===== src/rtl/pipe_hazard_ctrl.sv =====
// Hazard/stall controller for the 5-stage MIPS pipeline: ID-stage forwarding,
// load-use bubble, dmem-wait freeze with timeout error, branch flush, stall counter.

module pipe_hazard_fwd #(
  parameter int RN_W = 5
) (
  input  logic [RN_W-1:0] i_src,
  input  logic            i_ewreg,
  input  logic            i_em2reg,
  input  logic [RN_W-1:0] i_ern,
  input  logic            i_mwreg,
  input  logic            i_mm2reg,
  input  logic [RN_W-1:0] i_mrn,
  output logic [1:0]      o_fwd
);
  logic w_nz;
  assign w_nz = (i_src != '0);

  // A load in EXE has no data yet; the load-use bubble covers that case.
  always_comb begin
    o_fwd = 2'b00;
    if (i_ewreg && !i_em2reg && (i_ern == i_src) && w_nz)
      o_fwd = 2'b01;
    else if (i_mwreg && (i_mrn == i_src) && w_nz)
      o_fwd = i_mm2reg ? 2'b11 : 2'b10;
  end
endmodule

module pipe_hazard_ctrl #(
  parameter int RN_W    = 5,
  parameter int TIMEOUT = 16,
  parameter int CNT_W   = 32
) (
  input  logic             clk,
  input  logic             clrn,
  input  logic [RN_W-1:0]  rs,
  input  logic [RN_W-1:0]  rt,
  input  logic             use_rs,
  input  logic             use_rt,
  input  logic             branch_taken,
  input  logic             ewreg,
  input  logic             em2reg,
  input  logic [RN_W-1:0]  ern,
  input  logic             mwreg,
  input  logic             mm2reg,
  input  logic [RN_W-1:0]  mrn,
  input  logic             mem_req,
  input  logic             mem_ack,
  output logic [1:0]       fwda,
  output logic [1:0]       fwdb,
  output logic             wpcir,
  output logic             bubble,
  output logic             flush,
  output logic             freeze,
  output logic             err,
  output logic [CNT_W-1:0] stall_cnt
);
  localparam int NSRC = 2;
  localparam int WC_W = (TIMEOUT > 2) ? $clog2(TIMEOUT) : 1;

  typedef enum logic [1:0] {S_RUN, S_MEM_WAIT, S_ERROR} state_t;

  state_t                     r_state, w_nxt;
  logic [WC_W-1:0]            r_wait_cnt, w_wait_nxt;
  logic [CNT_W-1:0]           r_stall_cnt;
  logic                       w_freeze, w_lu, w_stall;
  logic [NSRC-1:0][RN_W-1:0]  w_src;
  logic [NSRC-1:0][1:0]       w_fwd;

  assign w_src = {rt, rs};

  genvar g;
  generate
    for (g = 0; g < NSRC; g++) begin : g_fwd
      pipe_hazard_fwd #(.RN_W(RN_W)) u_fwd (
        .i_src    (w_src[g]),
        .i_ewreg  (ewreg),
        .i_em2reg (em2reg),
        .i_ern    (ern),
        .i_mwreg  (mwreg),
        .i_mm2reg (mm2reg),
        .i_mrn    (mrn),
        .o_fwd    (w_fwd[g])
      );
    end
  endgenerate

  assign w_lu = ewreg && em2reg && (ern != '0) &&
                ((use_rs && (ern == rs)) || (use_rt && (ern == rt)));

  always_comb begin
    w_nxt      = r_state;
    w_wait_nxt = r_wait_cnt;
    w_freeze   = 1'b0;
    case (r_state)
      S_RUN: begin
        if (mem_req && !mem_ack) begin
          w_freeze   = 1'b1;
          w_nxt      = S_MEM_WAIT;
          w_wait_nxt = WC_W'(1);
        end
      end
      S_MEM_WAIT: begin
        if (mem_ack) begin
          w_nxt      = S_RUN;
          w_wait_nxt = '0;
        end else begin
          w_freeze = 1'b1;
          if (r_wait_cnt == WC_W'(TIMEOUT - 1))
            w_nxt = S_ERROR;
          else
            w_wait_nxt = r_wait_cnt + WC_W'(1);
        end
      end
      S_ERROR: w_freeze = 1'b1;
      default: begin
        w_nxt      = S_RUN;
        w_wait_nxt = '0;
      end
    endcase
  end

  assign w_stall = w_freeze || w_lu;

  always_ff @(posedge clk or negedge clrn) begin
    if (!clrn) begin
      r_state     <= S_RUN;
      r_wait_cnt  <= '0;
      r_stall_cnt <= '0;
    end else begin
      r_state    <= w_nxt;
      r_wait_cnt <= w_wait_nxt;
      if (w_stall && (r_stall_cnt != {CNT_W{1'b1}}))
        r_stall_cnt <= r_stall_cnt + CNT_W'(1);
    end
  end

  // Outputs are forced to their idle values while clrn is low.
  assign fwda      = clrn ? w_fwd[0] : 2'b00;
  assign fwdb      = clrn ? w_fwd[1] : 2'b00;
  assign freeze    = clrn && w_freeze;
  assign wpcir     = !clrn || !w_stall;
  assign bubble    = clrn && w_lu && !w_freeze;
  assign flush     = clrn && branch_taken && !w_lu && !w_freeze;
  assign err       = (r_state == S_ERROR);
  assign stall_cnt = r_stall_cnt;
endmodule

===== config.mk =====
export PLATFORM = sky130hd
export DESIGN_NAME = pipe_hazard_ctrl
export DESIGN_NICKNAME = d
export VERILOG_FILES = /design/src/rtl/pipe_hazard_ctrl.sv
export SDC_FILE = /design/constraint.sdc
export NUM_CORES = 1
export LEC_CHECK = 0
export ABC_AREA = 1
export BUFFER_PORTS_ARGS = -buffer_cell sky130_fd_sc_hd__clkbuf_2
export CAP_MARGIN = 20
export CORE_MARGIN = 10
export CORE_UTILIZATION = 51
export CTS_BUF_LIST = sky130_fd_sc_hd__clkbuf_8
export DETAILED_ROUTE_END_ITERATION = 10
export HOLD_SLACK_MARGIN = 0.06
export MAX_ROUTING_LAYER = met4
export PLACE_DENSITY = 0.81
export REMOVE_ABC_BUFFERS = 1
export SYNTH_ARGS = -nofsm -noshare
export SYNTH_HDL_FRONTEND = slang
export SYNTH_SLANG_ARGS = --single-unit

===== constraint.sdc =====
create_clock -name clk -period 2.1 [get_ports clk]
set_clock_uncertainty 0.15 [all_clocks]
set_input_delay 0.63 -clock clk [delete_from_list [all_inputs] [get_ports clk]]
set_output_delay 0.63 -clock clk [all_outputs]
set_load 0.005 [all_outputs]

==> metrics <==
status complete, but fails checks; failing checks negative setup slack; routed vias 3589; Final period util 122%; Vias/cell 5.63; Switching Fraction 26.6%; peak supply drop 0.314 mV; cell-internal power 1.11 mW; die height 96.7 um; critical path endpoint category output pin; Hold Crit Class register to register; post-synth cell types 33; crit start category input port; die width 96.7 um; largest net degree at the start of global routing 21; cells after synthesis 449; first-pass GRT wire length 14.4 mm; register area share after synthesis 31.7%; worst-path fanout max 3; Yosys top cell by area dfrtp_1; Seq pwr share 48.2%; most frequent cells in the layout 143 x nand2_1, 53 x clkbuf_2, 46 x nand3_1; post-DP HPWL 6.67 mm; total power 1.52 mW; RSZ-0062 raised after global routing yes; initial core utilization 53.5%; DRC Markers 0; grt total ovfl 0; Logic pwr share 17.5%; syn avg cell area 6.68 um2; pwr dens 361 mW/mm2; worst endpoint required time 1.32 ns; EDFF count, synth 0; fin crit period 2.56 ns; DIE AREA 0.00935 mm2; Post-synth ARST share 100%; Arrival @ worst endpoint 1.78 ns; fraction of layout cells with a size suffix above 1 36.6%; Synth Register Bits 38; initial drt markers 292; root buf cell clkbuf_8; Mapped Area 0.00300 mm2; Static Leakage 2.19 nW; most common cell after layout, fill and taps aside nand2_1; CTS Buf Count 5; wire per inst 16.0 um; Clock Power Share 34.3%; YS warnings 0; drt pass-1 iters 5; Ports 72; Worst-path clk slew 0.08 ns; Max H-tree Level 2; GP Congestion 0.995; Synth Flop Type dfrtp_1; Max Buffers Root-to-Sink 2; dominant cells by area after synthesis dfrtp_1 32%, nand2_1 21%, nand3_1 8.3%, inv_1 6.4%, nor2_1 6.0%; setup slack after layout -0.464 ns; core area 0.00561 mm2; Fin. Hold Viols 0; # diodes 0; Core Rows 27; Post-DRT Antenna Nets 0; CTS tree built; area delta synth->final 39.8%; FMAX 0.390 GHz; final setup violation count 8; IO Port Bufs 71; clk_lat worst skew 0.30 ns; post-route setup TNS -2.18 ns; WL final 10.2 mm; nets@finish 597; max-cap viol count 0; number of global-route vias before repair 3195; switching power total 0.404 mW; WS Path Type input port to output pin; max-slew violations 0; Worst-Margin Slew 0.389 ns; post-synth top area share 31.7%; Tot GR Track Use 18.3%; initial antenna violation count 0; CTS sink count 38; worst rel slew slack 73.7%
[routing by layer]
metal	wire, um	GRT usage (%)	vias to the layer above	part of all wire (%)
li1	-	-	1650	-
met1	3940	21.0	1666	39
met2	4930	30.7	219	48
met3	877	3.62	54	8.6
met4	428	7.22	0	4.2
met5	0	-	-	0
[path summary, 6_finish.rpt]
check                           endpoint  depth (start not counted)     startpoint  slack [ns]
setup / recovery                 fwdb[0]                         10          rt[0]       -0.46
hold / removal             r_wait_cnt[2]                          2  r_wait_cnt[2]        0.39
min in group asynchronous  stall_cnt[23]                          3           clrn        0.41
max in group asynchronous     r_state[0]                          3           clrn        1.16
setup reg to reg           stall_cnt[30]                         12   stall_cnt[0]        0.09
hold reg to reg            r_wait_cnt[2]                          2  r_wait_cnt[2]        0.39
[what timing repair did]
item / in CTS / in global routing
resized for setup: 33 / 89
buffers inserted: 3 / 12
cloned: 0 / 1
hold buffers: 0 / 0
endpoints found under the setup margin: 8 / 38
pin swaps: 16 / 34
[power by group through the flow]
| stage | clock [mW] | combinational (mW) | sequential [mW] |
|---|---|---|---|
| after floorplan | 0 | 0.0541 | 0.746 |
| after global placement | 0 | 0.154 | 0.746 |
| after detailed placement | 0 | 0.158 | 0.746 |
| after CTS | 0.524 | 0.184 | 0.731 |
| after global routing | 0.552 | 0.279 | 0.731 |
| final | 0.520 | 0.265 | 0.731 |
[critical path, stage by stage]
cell and delay (ns):
buf_4 0.10, inv_2 0.05, nand2_2 0.07, nand2_2 0.07, nor2_4 0.12, nand3_2 0.12, nor3_4 0.21, nand2_1 0.14
o21ai_1 0.12, buf_2 0.15
[kinds of logic after synthesis]
logic type	after synthesis	share of synthesized area [%]
AOI/OAI and AO/OA	14	3.34
and+or+nand+nor	310	47.5
buffers and inverters	63	10.3
adders and majority gates	2	0.834
DFF	38	31.7
xor gates and xnor gates	22	6.42
[stage by stage]
step	instances	hold WS [ns]	instance area [um2]	setup WS [ns]	utilization [%]
2_1_floorplan	440	0.184	2900	-0.349	-
3_3_place_gp	614	0.356	3570	-0.345	63.7
3_5_place_dp	614	0.369	3570	-0.365	63.7
4_1_cts	625	0.383	3820	-0.290	68.1
5_1_grt	637	0.424	4190	-0.534	74.8
6_report	637	0.388	4190	-0.464	74.8
[flip-flops by register name, summed over array words and instances (netlist names)]
register    cells
r_state         2
r_wait_cnt      4
stall_cnt      32
[cell type report]
type                       count  area (um2)
clock inverter                 2        8.76
clock buffer                   6        82.6
multi-input combinational    349        2030
fill                         404        1410
sequential                    38         952
timing repair buffer         116         813
tap                           72        90.1
inverter                      54         218
[cell usage after synthesis, types with 4 or more instances]
master	count
nand3_1	50
inv_1	51
nor2_1	48
nand3b_1	4
dfrtp_1	38
buf_6	6
o21ai_0	5
xnor2_1	9
nor3_1	9
nor2_4	5
nand4_1	10
nand2_1	166
xor2_1	13
Power figures use the tool's default switching activity.
